[src/rtl/adder_scheduler.sv]
// adder_scheduler
//   Two requesters share a single SLICE-bit adder. A granted request is added
//   one slice per cycle (least significant slice first) with the carry rippled
//   between passes, and the finished result is published with a one-cycle
//   done pulse. Arbitration is round-robin, and requests are only looked at
//   while the block is idle.
//
// Parameters
//   WIDTH    operand and sum width in bits
//   SLICE    width of the shared adder slice; passes P = ceil(WIDTH/SLICE)
//
// Ports
//   clk              rising-edge clock
//   rst_n            asynchronous active-low reset
//   req0, req1       request levels of requester 0 / 1
//   x0, y0, cin0     operands and carry-in of requester 0
//   x1, y1, cin1     operands and carry-in of requester 1
//   gnt0, gnt1       one-cycle grant pulse, only ever in the idle state
//   sum, cout        result and carry out of bit WIDTH-1, held until next done
//   done             one-cycle result-valid pulse
//   done_id          requester that owns the current result
//   busy             high while an operation is in flight
module adder_scheduler #(
    parameter int WIDTH = 34,
    parameter int SLICE = 16
) (
    input  logic             clk,
    input  logic             rst_n,
    input  logic             req0,
    input  logic             req1,
    input  logic [WIDTH-1:0] x0,
    input  logic [WIDTH-1:0] y0,
    input  logic [WIDTH-1:0] x1,
    input  logic [WIDTH-1:0] y1,
    input  logic             cin0,
    input  logic             cin1,
    output logic             gnt0,
    output logic             gnt1,
    output logic [WIDTH-1:0] sum,
    output logic             cout,
    output logic             done,
    output logic             done_id,
    output logic             busy
);

    localparam int P  = (WIDTH + SLICE - 1) / SLICE;
    localparam int PW = P * SLICE;
    localparam int CW = (P > 1) ? $clog2(P) : 1;
    localparam logic [CW-1:0] LAST_PASS = CW'(P - 1);

    typedef enum logic [1:0] {
        IDLE = 2'd0,
        ADD  = 2'd1,
        DONE = 2'd2
    } state_t;

    state_t           r_state;
    logic [CW-1:0]    r_pass;
    logic [PW-1:0]    r_x;
    logic [PW-1:0]    r_y;
    logic [PW-1:0]    r_acc;
    logic             r_carry;
    logic             r_id;
    logic             r_last;
    logic [WIDTH-1:0] r_sum;
    logic             r_cout;
    logic             r_done;
    logic             r_done_id;

    logic             w_idle;
    logic             w_pick1;
    logic             w_gnt0;
    logic             w_gnt1;
    logic [31:0]      w_shamt;
    logic [SLICE-1:0] w_xs;
    logic [SLICE-1:0] w_ys;
    logic [SLICE-1:0] w_s;
    logic             w_c;
    logic [PW-1:0]    w_next_acc;
    logic             w_cout;

    // Grants are decided combinationally in the idle cycle so the requester
    // sees its grant in the same cycle its operands are captured. Gating with
    // rst_n keeps the grants quiet while reset is held.
    assign w_idle  = rst_n && (r_state == IDLE);
    // Requester 1 wins when it is alone, or when both ask and 0 was granted last.
    assign w_pick1 = req1 && (!req0 || !r_last);
    assign w_gnt0  = w_idle && req0 && !w_pick1;
    assign w_gnt1  = w_idle && w_pick1;

    // Operands are zero-extended to a whole number of slices when captured,
    // so the top slice automatically treats bits above WIDTH as zero.
    assign w_shamt = 32'(r_pass) * 32'(SLICE);
    assign w_xs    = SLICE'(r_x >> w_shamt);
    assign w_ys    = SLICE'(r_y >> w_shamt);
    assign {w_c, w_s} = {1'b0, w_xs} + {1'b0, w_ys} + {{SLICE{1'b0}}, r_carry};

    assign w_next_acc = (r_acc & ~(PW'({SLICE{1'b1}}) << w_shamt))
                      | (PW'(w_s) << w_shamt);

    // With zero padding above WIDTH, the carry out of bit WIDTH-1 lands in
    // bit WIDTH of the padded sum; only a perfectly filled top slice uses the
    // slice carry directly.
    generate
        if (PW == WIDTH) begin : g_full_slice
            assign w_cout = w_c;
        end else begin : g_padded_slice
            assign w_cout = w_next_acc[WIDTH];
        end
    endgenerate

    // Controller and datapath registers. The partial sum lives in r_acc and is
    // copied to the visible result only on the final pass, so sum never shows
    // an intermediate value.
    always_ff @(posedge clk or negedge rst_n) begin
        if (!rst_n) begin
            r_state   <= IDLE;
            r_pass    <= '0;
            r_x       <= '0;
            r_y       <= '0;
            r_acc     <= '0;
            r_carry   <= 1'b0;
            r_id      <= 1'b0;
            r_last    <= 1'b1;
            r_sum     <= '0;
            r_cout    <= 1'b0;
            r_done    <= 1'b0;
            r_done_id <= 1'b0;
        end else begin
            case (r_state)
                IDLE: begin
                    if (w_gnt0 || w_gnt1) begin
                        r_x     <= w_gnt1 ? PW'(x1) : PW'(x0);
                        r_y     <= w_gnt1 ? PW'(y1) : PW'(y0);
                        r_carry <= w_gnt1 ? cin1 : cin0;
                        r_id    <= w_gnt1;
                        r_last  <= w_gnt1;
                        r_pass  <= '0;
                        r_acc   <= '0;
                        r_state <= ADD;
                    end
                end
                ADD: begin
                    r_acc   <= w_next_acc;
                    r_carry <= w_c;
                    if (r_pass == LAST_PASS) begin
                        r_sum     <= w_next_acc[WIDTH-1:0];
                        r_cout    <= w_cout;
                        r_done_id <= r_id;
                        r_done    <= 1'b1;
                        r_state   <= DONE;
                    end else begin
                        r_pass <= r_pass + 1'b1;
                    end
                end
                DONE: begin
                    r_done  <= 1'b0;
                    r_state <= IDLE;
                end
                default: begin
                    r_done  <= 1'b0;
                    r_state <= IDLE;
                end
            endcase
        end
    end

    assign gnt0    = w_gnt0;
    assign gnt1    = w_gnt1;
    assign sum     = r_sum;
    assign cout    = r_cout;
    assign done    = r_done;
    assign done_id = r_done_id;
    assign busy    = (r_state != IDLE);

endmodule

[config.mk]
export PLATFORM = sky130hd
export DESIGN_NAME = adder_scheduler
export DESIGN_NICKNAME = d
export VERILOG_FILES = /design/src/rtl/adder_scheduler.sv
export SDC_FILE = /design/constraint.sdc
export NUM_CORES = 1
export LEC_CHECK = 0
export BUFFER_PORTS_ARGS = -buffer_cell sky130_fd_sc_hd__buf_2
export CAP_MARGIN = 20
export CORE_ASPECT_RATIO = 0.9
export CORE_MARGIN = 4
export CORE_UTILIZATION = 54
export CTS_CLUSTER_SIZE = 28
export DETAILED_ROUTE_END_ITERATION = 8
export PLACE_DENSITY_LB_ADDON = 0.15
export REMOVE_ABC_BUFFERS = 1
export SLEW_MARGIN = 30
export SYNTH_ARGS = -nofsm -noshare
export SYNTH_HDL_FRONTEND = slang
export SYNTH_SLANG_ARGS = --single-unit
[constraint.sdc]
create_clock -name clk -period 3.6 [get_ports clk]
set_clock_uncertainty 0.2 [all_clocks]
set_input_delay 0.36 -clock clk [delete_from_list [all_inputs] [get_ports clk]]
set_output_delay 0.36 -clock clk [all_outputs]
set_load 0.03 [all_outputs]
Word level (Yosys, flattened, before mapping):

Cells that the tools add are included.
W data, S select, Z words.

* flip-flop bits (word level): 188
* input port bits: 142
* output and inout port bits: 40
* logic and storage cells: 62

* add/subtract/negate cells: 3
* equal/unequal tests: 5
* shifts and indexed selects: 4
* multiplexer cells: 15
* bitwise gates (word level): 4
* reductions and logical operators: 19

Operators by type and width (number)
* $pmux W48 S2: 1
* $shr A48 B6 Y16: 2
* $mux W34: 2
* $and A48 B48 Y48: 1
* $mux W48: 1
* $not A48 Y48: 1
* $or A48 B48 Y48: 1
* $shl A16 B6 Y48: 1
* $shl A16 B6 Y48 const A: 1
* $add A16 B16 Y17: 1
* $add A17 B1 Y17: 1
* $reduce_and A2 Y1: 5
* $mux W2: 4
* $pmux W2 S2: 2
* $logic_and A1 B1 Y1: 5
* $ne A2 B2 Y1 const B: 2
* $pmux W1 S2: 2
* $reduce_bool A2 Y1: 2
* $logic_not A1 Y1: 3
* $mux W1: 3
* $reduce_and A3 Y1: 1
* $add A2 B1 Y2 const B: 1
* $eq A2 B1 Y1 const B: 1
* $eq A2 B2 Y1 const B: 1
* 4 further kinds: 5

Depth between registers and ports, before layout:

* word-level depth: 8
* mapped depth: 15
* depth with buffers taken out: 14

Worst setup path after synthesis:

No wires, ideal clock.

* kind: reg2reg
* start point: register r_pass[0]
* end point: register r_acc[12]
* setup time: 0.130 ns
* arrival time: 2.895 ns
* data required time: 3.270 ns
* path slack: 0.375 ns
* stages on the path, launching flop included: 15
* path buffers: 2
* period minus slack after synthesis: 3.225 ns
* cell sequence: dfrtp_1 buf_2 buf_1 nand2_1 o22ai_1 fa_1 inv_1 fa_1 and2b_1 o21bai_4 a31oi_4 nand3_1 nand2_2 xnor2_2 o21ai_0

* word-level cells in the longest chain between the ends: 6
* elaborated cells between the ends (all ways): 10
* classes of those cells: add/sub: 2; shift: 4; mux: 1; bitwise: 3

RTL lines
* from (decl): RTL line 58 `logic [CW-1:0] r_pass;`
* from (signal assigned): RTL line 153 `r_pass <= r_pass + 1'b1;`
* $shr A48 B6 Y16, on equally long branches: RTL line 94, 95
* $add A16 B16 Y17: RTL line 96 `assign {w_c, w_s} = {1'b0, w_xs} + {1'b0, w_ys} + {{SLICE{1'b0}}, r_carry};`
* $add A17 B1 Y17: RTL line 96
* $shl A16 B6 Y48: RTL line 99 `| (PW'(w_s) << w_shamt);`
* $or A48 B48 Y48 *: RTL line 99
* $pmux W48 S2 *: RTL line 130 `case (r_state)`
* to (signal assigned): RTL line 144 `r_acc <= w_next_acc;`
* to (decl): RTL line 61 `logic [PW-1:0] r_acc;`

Mark *: on every way between the ends. The rest lies on a longest branch, timed or not.
A chain may end at the register's enable or synchronous reset.

Worst setup path after layout:

* start point: register r_pass[1]
* end point: register r_acc[24]

The elaborated chain is that of the path after synthesis.

==> results.cfg <==
[status]
status = finished, final reports clean

[synth]
ys_types = 53
yosysTopAreaCell = dfrtp_1
synth_top_area_share_pct = 48.24
synth_seq_cells = 144
synth-seq-area-share_pct = 48.59
synth_async_sr_flop_share_pct = 100.0
synth_edf_count = 0
syn_avg_cell_area_um2 = 8.666
synth-main-ff-cell = dfrtp_1
ys_warn_count = 0
synth_commonest_cells = nand2_1, nor2_1, dfrtp_1
synth.area.top_cells = dfrtp_1, nand2_1, nor2_1
yosys.cell_count.top_type = nand2_1
syn_area_mm2 = 0.007418
netlist_instances = 856

[timing]
slew_violations = 0
period_minus_slack_ns = 3.291
max_freq_mhz = 303.9
fin_ws_ns = 0.3091
tightest_slew_ns = 0.9531
slew-limit-headroom_pct = 35.97
grt_setup_unrepaired = no
setup_viol = 0
finalCritPeriodShare_pct = 91.41
timing.hold.ws_ns = 0.005883
finalHoldViolations = 0

[finish]
num-fill-cells = 971
drive_gt1_share_pct = 21.75
antenna_cells = 0
finalNonFillerCells = 1299
fin_nets = 1280
synthToLayoutAreaGrowth_pct = 36.04

[global_route]
grt_pass1_vias = 7264
overflow = 0
grt_max_degree = 73
track_usage_pct = 27.88
antenna_found_initial = 0
grt_pass1_wl_um = 35470

[critical_path]
cp.arrival_ns = 3.39
r2r_slack_ns = 0.31
reg2reg_from = r_pass[1]
startpoint = r_pass[1]
critPathTopFamily = compound AO/OA/AOI/OAI gates
r2r_end = r_acc[24]
critPathSlowestCell = dfrtp_1
setup.worst_path.end = r_acc[24]
critical_path_class = reg -> reg
worst-path-stages = 12
crit_path_end_kind = flip-flop
path_buf_inv = 2
reg2regPathDepth = 12
required_ns = 3.69
cpPeakStageDelay_ns = 0.53
path_cells = buf_4 > o22ai_1 > fa_1 > inv_1 > fa_1 > and2b_1 > o21bai_4 > a31oi_4 > o21ai_0 > nand2b_1 > xnor2_1 > o21ai_0
cp_max_fo = 22
startpoint_type = flip-flop

[floorplanning]
die_w_um = 131.6
core_region_area_mm2 = 0.01341
start_util_pct = 55.31
ioPinCount = 182
die_area_mm2 = 0.01568
die_h_um = 119.2
rows = 40

[route]
ant_nets = 0
drc_errors = 0
drt_wl_total_um = 21490
drt_pass1_iterations = 5
drtIter0Drc = 546
vias = 7319
via_per_inst = 5.634
wl_per_cell_um = 16.54

[min_path]
hp-start = y0[18]
holdCritPathClass = in -> reg

[placed_design]
placed_cells = 1166
gp_congestion = 0.8641
pre_cts_slack_ns = 0.2445
portBuffers = 181
dp_hpwl_um = 13540

[cts]
cts_root_buffer = clkbuf_16
postCtsSetupBuffers = 0
clkLatencyLatePin_ns = 0.43
cts_tree = built
cts.sinks = 144
clk_pin_slew_worst_paths_ns = 0.06
htreeDepth = 4
clockBufferDepth = 2
cts_buffers = 17

[power]
ir_drop_mv = 0.5050
power_density_mw_per_mm2 = 1107
p_leak_nw = 4.911

[flow_run]
maxCapViolations = 0
cells by family (layout without fill, tap and decap cells):
logic type | Yosys count | after routing | synth area share (%)
compound gates | 207 | 207 | 18.54
xor+xnor | 9 | 9 | 1.164
fa+ha+maj | 20 | 20 | 3.576
buf+inv | 69 | 344 | 3.879
flops | 144 | 144 | 48.59
mux | 33 | 33 | 4.470
simple gates | 374 | 374 | 19.78
placed cells by master, fill, tap and decap left out, types with 3 or more instances in the layout:
master | synthesis | routed
nand2_1 | 190 | 190
buf_2 | 11 | 180
nor2_1 | 158 | 157
dfrtp_1 | 143 | 142
dlygate4sd3_1 | 0 | 101
a31oi_1 | 68 | 68
a21oi_1 | 33 | 33
mux2i_1 | 32 | 32
o21ai_0 | 29 | 29
ha_1 | 18 | 18
o22ai_1 | 17 | 17
clkbuf_16 | 0 | 17
inv_1 | 15 | 15
buf_4 | 2 | 13
a22o_1 | 12 | 12
a221oi_1 | 12 | 12
a21o_1 | 6 | 6
xnor2_1 | 6 | 6
nand3_1 | 8 | 6
o21ai_1 | 4 | 4
o21a_1 | 4 | 4
nor3_1 | 4 | 4
nand2b_1 | 3 | 3
clkbuf_8 | 0 | 3
bufinv_16 | 0 | 3
inv_6 | 0 | 3
cell type report:
type                            instances  area (µm²)  share of cell area [%]
Multi-Input combinational cell        643        3547                   35.15
Timing Repair Buffer                  297        2052                   20.33
Clock inverter                         11       150.1                   1.488
Tap cell                              168       210.2                   2.083
Inverter                               15       56.30                  0.5579
Clock buffer                           21       470.5                   4.662
Sequential cell                       144        3606                   35.73
report_power, final:
group	leakage, nW	internal [mW]	total, mW	switching [mW]
combinational	2.87	2.52	6.42	3.90
clock	0.300	1.15	1.85	0.704
sequential	1.74	2.42	2.89	0.469
total	4.91	6.09	11.2	5.08
metrics by stage:
stage,utilization [%],instance area (µm²),TNS (ns),total power [mW]
after detailed placement,63.03,8454,0,8.743
after global placement,63.03,8454,0,8.631
after CTS,75.20,10090,0,11.08
after global routing,75.24,10090,0,12.00
final,75.24,10090,0,11.17
after floorplan,-,7187,-49.31,7.064
sequential cells by signal, summed over array words and instances, names as in the netlist:
signal	count
cout	1
done	1
done_id	1
r_acc	32
r_carry	1
r_id	1
r_last	1
r_pass	2
r_state	2
r_x	34
r_y	34
sum	34
metal layers:
layer / vias up / global-route usage (%) / part of all wire [%] / wire (µm)
met3: 41 / 6.841 / 7.1 / 1516
met4: 0 / 8.990 / 1.9 / 406
li1: 3480 / - / - / -
met1: 3464 / 38.00 / 45 / 9598
met5: - / 0 / 0 / 0
met2: 334 / 44.23 / 46 / 9965
timing repair:
item,4_1_cts,5_1_grt
hold buffers,101,0
resized for setup,0,1
endpoints found under the hold margin,90,0
endpoints found under the setup margin,0,10
how the worst min path moves through the flow:
stage	end	slack, ns	cells past startpoint
floorplan	cout	-0.14	0
global placement	sum[22]	0.07	1
detailed placement	sum[22]	0.07	1
CTS	r_y[13]	0.00003	3
global route	r_y[16]	0.004	3
finish	r_y[18]	0.006	3
worst min-delay path: cells and delay by family:
| kind | cells | cell delay (ns) |
|---|---|---|
| simple gates | 1 | 0.06 |
| compound gates | 1 | 0.07 |
| buf+inv | 1 | 0.09 |
Note: power is estimated with default switching activity, not from simulation.
